File: config.mk
export PLATFORM = sky130hd
export DESIGN_NAME = axi4_lite_slave_regfile
export DESIGN_NICKNAME = d
export VERILOG_FILES = /design/src/rtl/axi4_lite_slave_regfile.sv
export SDC_FILE = /design/constraint.sdc
export NUM_CORES = 1
export LEC_CHECK = 0
export CORE_AREA = 2 2 336 338
export CTS_CLUSTER_DIAMETER = 30
export DETAILED_ROUTE_END_ITERATION = 6
export DIE_AREA = 0 0 338 340
export HOLD_SLACK_MARGIN = 0.15
export MAX_ROUTING_LAYER = met4
export PLACE_DENSITY = 0.43
export REMOVE_ABC_BUFFERS = 1
export SYNTH_ARGS = -nofsm -noshare
export SYNTH_HDL_FRONTEND = slang
export SYNTH_SLANG_ARGS = --single-unit
export TNS_END_PERCENT = 1
File: constraint.sdc
create_clock -name ACLK -period 7.1 [get_ports ACLK]
set_clock_uncertainty 0.05 [all_clocks]
set_input_delay 0.71 -clock ACLK [delete_from_list [all_inputs] [get_ports ACLK]]
set_output_delay 0.71 -clock ACLK [all_outputs]
set_load 0.02 [all_outputs]
File: src/rtl/axi4_lite_slave_regfile.sv
// AXI4-Lite register-file responder: NUM_REGS x 32-bit registers with byte
// strobes, AW/W accepted in either order, one outstanding read and one
// outstanding write, SLVERR for addresses beyond the register window.
module axi4_lite_slave_regfile #(
   parameter int DATA_WIDTH = 32,
   parameter int ADDRESS    = 32,
   parameter int NUM_REGS   = 16
) (
   input  logic                      ACLK,
   input  logic                      ARESETN,
   input  logic [ADDRESS-1:0]        S_AWADDR,
   input  logic                      S_AWVALID,
   output logic                      S_AWREADY,
   input  logic [DATA_WIDTH-1:0]     S_WDATA,
   input  logic [DATA_WIDTH/8-1:0]   S_WSTRB,
   input  logic                      S_WVALID,
   output logic                      S_WREADY,
   output logic [1:0]                S_BRESP,
   output logic                      S_BVALID,
   input  logic                      S_BREADY,
   input  logic [ADDRESS-1:0]        S_ARADDR,
   input  logic                      S_ARVALID,
   output logic                      S_ARREADY,
   output logic [DATA_WIDTH-1:0]     S_RDATA,
   output logic [1:0]                S_RRESP,
   output logic                      S_RVALID,
   input  logic                      S_RREADY
);
   localparam int IDX_W  = $clog2(NUM_REGS);
   localparam int STRB_W = DATA_WIDTH / 8;

   typedef enum logic {WR_ACCEPT, WR_RESP} wr_state_t;

   wr_state_t               wr_state;
   logic                    ready_en;
   logic                    aw_held;
   logic                    w_held;
   logic [ADDRESS-1:0]      aw_reg;
   logic [DATA_WIDTH-1:0]   w_data_reg;
   logic [STRB_W-1:0]       w_strb_reg;
   logic [DATA_WIDTH-1:0]   regs [NUM_REGS];

   logic                    aw_hs;
   logic                    w_hs;
   logic                    ar_hs;
   logic                    wr_commit;
   logic [ADDRESS-1:0]      wr_addr;
   logic [DATA_WIDTH-1:0]   wr_data;
   logic [STRB_W-1:0]       wr_strb;
   logic                    wr_in_range;
   logic [IDX_W-1:0]        wr_idx;
   logic                    rd_in_range;
   logic [IDX_W-1:0]        rd_idx;
   logic                    unused_addr_bits;

   // Address is inside the register window when every bit above the index is zero.
   function automatic logic addr_in_range(input logic [ADDRESS-1:0] a);
      return (a[ADDRESS-1:IDX_W+2] == '0);
   endfunction

   // Merge new bytes into the old word wherever the strobe bit is set.
   function automatic logic [DATA_WIDTH-1:0] apply_strb(
      input logic [DATA_WIDTH-1:0] old_v,
      input logic [DATA_WIDTH-1:0] new_v,
      input logic [STRB_W-1:0]     strb
   );
      logic [DATA_WIDTH-1:0] r;
      r = old_v;
      for (int b = 0; b < STRB_W; b++) begin
         if (strb[b]) r[8*b +: 8] = new_v[8*b +: 8];
      end
      return r;
   endfunction

   assign S_AWREADY = ready_en & (wr_state == WR_ACCEPT) & ~aw_held;
   assign S_WREADY  = ready_en & (wr_state == WR_ACCEPT) & ~w_held;
   assign S_ARREADY = ready_en & ~S_RVALID;

   assign aw_hs = S_AWVALID & S_AWREADY;
   assign w_hs  = S_WVALID & S_WREADY;
   assign ar_hs = S_ARVALID & S_ARREADY;

   // Address and data may come from the holding registers or straight off the bus.
   assign wr_addr     = aw_held ? aw_reg : S_AWADDR;
   assign wr_data     = w_held ? w_data_reg : S_WDATA;
   assign wr_strb     = w_held ? w_strb_reg : S_WSTRB;
   assign wr_commit   = (wr_state == WR_ACCEPT) & (aw_held | aw_hs) & (w_held | w_hs);
   assign wr_in_range = addr_in_range(wr_addr);
   assign wr_idx      = wr_addr[2 +: IDX_W];
   assign rd_in_range = addr_in_range(S_ARADDR);
   assign rd_idx      = S_ARADDR[2 +: IDX_W];

   // Byte offset within a word is ignored on both channels.
   assign unused_addr_bits = ^{wr_addr[1:0], S_ARADDR[1:0]};

   // Keep all READY outputs low for the first edge after reset release.
   always_ff @(posedge ACLK or negedge ARESETN) begin
      if (!ARESETN) ready_en <= 1'b0;
      else          ready_en <= 1'b1;
   end

   // Write FSM: collect AW and W in any order, commit, then hold B until taken.
   always_ff @(posedge ACLK or negedge ARESETN) begin
      if (!ARESETN) begin
         wr_state   <= WR_ACCEPT;
         aw_held    <= 1'b0;
         w_held     <= 1'b0;
         aw_reg     <= '0;
         w_data_reg <= '0;
         w_strb_reg <= '0;
         S_BVALID   <= 1'b0;
         S_BRESP    <= 2'b00;
      end else begin
         case (wr_state)
            WR_ACCEPT: begin
               if (wr_commit) begin
                  aw_held  <= 1'b0;
                  w_held   <= 1'b0;
                  S_BVALID <= 1'b1;
                  S_BRESP  <= wr_in_range ? 2'b00 : 2'b10;
                  wr_state <= WR_RESP;
               end else begin
                  if (aw_hs) begin
                     aw_reg  <= S_AWADDR;
                     aw_held <= 1'b1;
                  end
                  if (w_hs) begin
                     w_data_reg <= S_WDATA;
                     w_strb_reg <= S_WSTRB;
                     w_held     <= 1'b1;
                  end
               end
            end
            WR_RESP: begin
               if (S_BREADY) begin
                  S_BVALID <= 1'b0;
                  wr_state <= WR_ACCEPT;
               end
            end
            default: wr_state <= WR_ACCEPT;
         endcase
      end
   end

   // Register storage: strobed update on an in-range write commit.
   always_ff @(posedge ACLK or negedge ARESETN) begin
      if (!ARESETN) begin
         for (int i = 0; i < NUM_REGS; i++) regs[i] <= '0;
      end else if (wr_commit && wr_in_range) begin
         regs[wr_idx] <= apply_strb(regs[wr_idx], wr_data, wr_strb);
      end
   end

   // Read channel: capture on AR handshake (pre-write value), hold until R taken.
   always_ff @(posedge ACLK or negedge ARESETN) begin
      if (!ARESETN) begin
         S_RVALID <= 1'b0;
         S_RDATA  <= '0;
         S_RRESP  <= 2'b00;
      end else if (ar_hs) begin
         S_RVALID <= 1'b1;
         S_RDATA  <= rd_in_range ? regs[rd_idx] : '0;
         S_RRESP  <= rd_in_range ? 2'b00 : 2'b10;
      end else if (S_RVALID && S_RREADY) begin
         S_RVALID <= 1'b0;
      end
   end

endmodule

== Word-level counts from Yosys, hierarchy flattened ==
Cells that the tools add are included.

* Bits in registers: 622
* Output and inout bits: 41
* Logic and storage cells: 100
* Input port bits: 107

* Magnitude comparators: 3
* Eq/ne operators: 2
* Bitwise gates (word level): 18
* Muxes and demuxes: 35
* Reductions and logical operators: 14

{| class="wikitable"
|+ Operators with widths
! cell !! number
|-
| bitwise mux 512 bit || 1
|-
| binary-select mux 32 bit (select 4 bit) || 2
|-
| two-way mux 32 bit || 8
|-
| demux 32 bit (select 4 bit) || 1
|-
| two-way mux 8 bit || 8
|-
| logical NOT 26 bit || 2
|-
| greater-or-equal comparator 5 bit, second input constant || 2
|-
| two-way mux 1 bit || 10
|-
| NOT 4 -> 5 bit || 2
|-
| bitwise AND 1 bit || 9
|-
| AND reduction 2 bit || 4
|-
| AND reduction 3 bit || 2
|-
| nonzero test 2 bit || 3
|-
| < comparator 5 x 1 -> 1 bit, second input constant || 1
|-
| NOT 1 bit || 5
|-
| two-way mux 2 bit || 2
|-
| two-way mux 4 bit || 1
|-
| inequality test 2 bit, second input constant || 2
|-
| case mux 1 bit (2 select lines) || 2
|-
| logical AND 1 bit || 3
|-
| bitwise OR 1 bit || 2
|}

== Logic depth before layout (Yosys ltp) ==
* Depth after elaboration: 10
* Mapped depth: 11
* Mapped depth without buffers: 6

== Worst setup path before layout ==
No wires, ideal clock.

* Path type: input port to flip-flop
* Start point: input port S_AWADDR[3]
* End point: register regs[279] (netlist bit)
* Required time: 6919 ps
* Stages on the path: 8
* Slack: 4161 ps
* Arrival time: 2759 ps
* Buffers on the path: 3
* Library setup time: 131 ps
* Path through: clkbuf_1 -> clkbuf_1 -> o32ai_1 -> a2111oi_0 -> o22ai_1 -> o41ai_2 -> buf_2 -> o21ai_0

* Word-level cells in the longest chain between the ends: 8
* Elaborated cells between the ends (all ways): 13
* Those cells by class: 2 x order compare; 9 x mux; 1 x bitwise; 1 x reduce/logical

{| class="wikitable"
|+ RTL lines
! what !! line !! source
|-
| start, declared || 11 || <nowiki>input logic [ADDRESS-1:0] S_AWADDR,</nowiki>
|-
| two-way mux 32 bit * || 84 || <nowiki>assign wr_addr = aw_held ? aw_reg : S_AWADDR;</nowiki>
|-
| NOT 4 -> 5 bit (implied by the code) * || 150 || <nowiki>regs[wr_idx] <= apply_strb(regs[wr_idx], wr_data, wr_strb);</nowiki>
|-
| binary-select mux 32 bit (select 4 bit) || 150 ||
|-
| two-way mux 32 bit (implied by the code) (2 in series) || 150 ||
|-
| two-way mux 8 bit || 70 || <nowiki>if (strb[b]) r[8*b +: 8] = new_v[8*b +: 8];</nowiki>
|-
| two-way mux 8 bit || 149 || <nowiki>end else if (wr_commit && wr_in_range) begin</nowiki>
|-
| bitwise mux 512 bit * || 150 ||
|-
| end signal, assigned by index || 150 ||
|-
| end, declared || 41 || <nowiki>logic [DATA_WIDTH-1:0] regs [NUM_REGS];</nowiki>
|}

Every way passes the cells marked *; elsewhere a longest branch is shown, timed or not. The select of a mux whose other input is x is not followed.
A chain may end at the register's enable or synchronous reset.

== Worst setup path in the final report ==
* Start point: register aw_reg[3]
* End point: register regs[313] (netlist bit)

* Word-level cells in the longest chain between the ends: 8
* Elaborated cells between the ends (all ways): 13
* Those cells by class: 2 x order compare; 9 x mux; 1 x bitwise; 1 x reduce/logical

{| class="wikitable"
|+ RTL lines
! what !! line !! source
|-
| start, declared || 38 || <nowiki>logic [ADDRESS-1:0] aw_reg;</nowiki>
|-
| start signal, assigned || 108 || <nowiki>aw_reg <= '0;</nowiki>
|-
| start signal, assigned || 124 || <nowiki>aw_reg <= S_AWADDR;</nowiki>
|-
| two-way mux 32 bit * || 84 ||
|-
| NOT 4 -> 5 bit (implied by the code) * || 150 ||
|-
| binary-select mux 32 bit (select 4 bit) || 150 ||
|-
| two-way mux 32 bit (implied by the code) (2 in series) || 150 ||
|-
| two-way mux 8 bit || 70 ||
|-
| two-way mux 8 bit || 149 ||
|-
| bitwise mux 512 bit * || 150 ||
|}

Marks and branches as above.

==> results.yml <==
grt:
  grt_pass1_wl_um: 204000
  use_met1_pct: 33.4
  antenna_found_initial: 3
  gr-max-usage-layer: "met2"
  use_met2_pct: 38.0
  overflow: 0
  grtUsageTotal_pct: 24.8
  grt_util_met3_pct: 4.48
  grt_max_degree: 162
  grt_pass1_vias: 28767
drt:
  drtPass1Iterations: 6
  routedWlPerCell_um: 27.1
  antenna_left: 0
  drc_errors: 0
  vias_per_cell: 5.61
  num_vias: 28722
  drtIter0Drc: 2723
  drt-total-wl_um: 138000
sta:
  hold_violations: 0
  finalSetupViolCount: 0
  worstMarginPinSlew_ps: 1100
  finalMaxSlewViolations: 0
  finalSetupTns_ps: 0
  min_period_ps: 4440
  worst_slack_ps: 2660
  rsz0062_at_grt: "false"
  slew_headroom_pct: 27.0
  fmax_mhz: 225
  min_period_over_period_pct: 62.6
cells_and_area:
  stdcell_count: 5116
  utilization_pct: 38.5
  syn2layout_area_growth_pct: 29.5
  largest_reg_flops: 512
  layout.nets: 3565
  drive_gt1_share_pct: 19.4
clock_tree:
  cts_buffer_depth: 3
  clockRootBuffer: "clkbuf_16"
  path_clk_slew_ps: 40
  insertion_delay_ps: 770
  postCtsResizedCells: 0
  cts_buffers: 185
  htreeDepth: 4
  cts_tree: "built"
  clock-sinks: 618
synthesis:
  yosysMostFrequentCell: "nand2_1"
  syn-cell-area_um2: 33100
  avgSynthCellArea_um2: 9.81
  ys_warn_count: 0
  synth_edf_count: 0
  async_flop_share_pct: 100
  yosys.area.top_type: "dfrtp_1"
  ys_seq_area_share_pct: 46.7
  synth.top_cells.by_area: "dfrtp_1, mux4_2, nand2_1"
  syn_inst: 3380
  synth_cell_types: 47
  synth_top_area_share_pct: 46.7
  synth-seq-cells: 618
  synth_ff_type: "dfrtp_1"
  synth_common_cells: "nand2_1, dfrtp_1, o21ai_1, clkbuf_1, o22ai_1"
setup_path:
  critPathMaxFanout: 158
  worstSetupPathType: "reg2reg"
  rr_worst_depth: 7
  end_kind: "flop"
  cp-start-kind: "flop"
  crit_arrival_ps: 4990
  cp_data_required_time_ps: 7650
pwr:
  max-vdd-ir-drop_uv: 297
  leakagePower_uw: 0.0163
  power.density_nw_per_um2: 366
status:
  status: "finished, final reports clean"
placed_design:
  portBuffers: 141
  dp_cells: 4770
  hpwl_um: 71700
  place_ws_ps: 2270
  place.gp.congestion: 0.789
floorplan:
  start_util_pct: 29.7
  dieHeight_um: 340
  die_area_um2: 115000
  core_um2: 112000
  num_rows: 123
  die_x_um: 338
  pin_count: 148
run:
  drv_cap: 0
worst_hold_path:
  min_path_type: "reg2reg"
  whs_path_depth: 2
[path summary, 6_finish.rpt]
| kind | start | to | slack [ps] |
|---|---|---|---|
| worst max-delay path | aw_reg[3]$_DFFE_PN0P_ | regs[313]$_DFFE_PN0P_ | 2660 |
| worst min-delay path | S_RDATA[9]$_DFFE_PN0P_ | S_RDATA[9]$_DFFE_PN0P_ | 420 |
| worst max register to register | aw_reg[3]$_DFFE_PN0P_ | regs[313]$_DFFE_PN0P_ | 2660 |
| worst min register to register | S_RDATA[9]$_DFFE_PN0P_ | S_RDATA[9]$_DFFE_PN0P_ | 420 |
| max in group asynchronous | ARESETN | regs[81]$_DFFE_PN0P_ | 5000 |
| min in group asynchronous | ARESETN | w_strb_reg[0]$_DFFE_PN0P_ | 500 |
[routing by layer]
| layer | wire, um | part of all wire, % |
|---|---|---|
| met5 | 0 | 0 |
| met2 | 64500 | 47 |
| met1 | 61100 | 44 |
| met3 | 9140 | 6.6 |
| met4 | 3650 | 2.6 |
[cells by family after synthesis]
logic type / count (synthesis) / synth area share, %
buffers and inverters: 429 / 5.25
AOI/OAI and AO/OA: 1095 / 21.8
and+or+nand+nor: 975 / 12.1
muxes: 261 / 14.2
other: 2 / 0.0227
DFF: 618 / 46.7
[power breakdown]
part           total (uW)  internal, uW  switching, uW
Combinational        2960           802           2160
Sequential           3930          3740            192
Clock                8830          6330           2500
[cells in the final DEF (no fill, tap or decap), types with 7 or more instances in the layout]
master,synthesis,layout
nand2_1,845,843
dfrtp_1,618,616
o21ai_1,401,401
clkbuf_16,0,188
o22ai_1,162,160
mux4_2,160,160
o21ai_0,146,146
clkdlybuf4s50_1,0,135
a22oi_1,130,129
inv_1,101,101
buf_4,3,70
mux2_2,69,69
nand2b_1,66,64
o32ai_1,64,64
a2111oi_0,64,64
clkinv_2,0,39
a21oi_1,35,34
a21boi_0,33,33
bufinv_16,0,33
mux2i_1,32,32
clkbuf_8,0,32
clkbuf_1,202,29
o41ai_4,16,23
nor4_1,12,12
o2111ai_4,0,12
clkinvlp_4,0,10
nor2_1,9,9
o41ai_2,16,9
nor3_1,7,7
buf_12,0,7
[worst max-delay path: stages, from the launching register on]
cell and delay (ps):
dfrtp_4 780, buf_12 630, o22ai_4 180, buf_12 310, a2111oi_0 760, o22ai_1 260, o41ai_4 930, o21ai_0 220
[timing repair]
| action | 4_1_cts | 5_1_grt |
|---|---|---|
| buffers inserted | 0 | 0 |
| hold endpoints to repair | 75 | 0 |
| hold buffers | 1 | 0 |
[cell type report]
| type | count | area [um^2] |
|---|---|---|
| inverters | 101 | 379 |
| well taps | 1500 | 1880 |
| fillers | 11005 | 68700 |
| repair buffers | 218 | 2080 |
| clock inverters | 95 | 1470 |
| diodes | 1 | 2.50 |
| multi-input cells | 2334 | 16400 |
| clock buffers | 249 | 5250 |
| flip-flops and latches | 618 | 15500 |
[per-stage QoR]
| step | power [uW] | cell area, um^2 | hold slack (ps) |
|---|---|---|---|
| CTS | 15800 | 42900 | 429 |
| finish | 15700 | 42900 | 423 |
| floorplan | 5380 | 31800 | 364 |
| global route | 16200 | 42900 | 455 |
| global placement | 6940 | 36200 | 413 |
| detailed placement | 6940 | 36200 | 421 |
No activity file was read; power rests on OpenSTA's default activity.
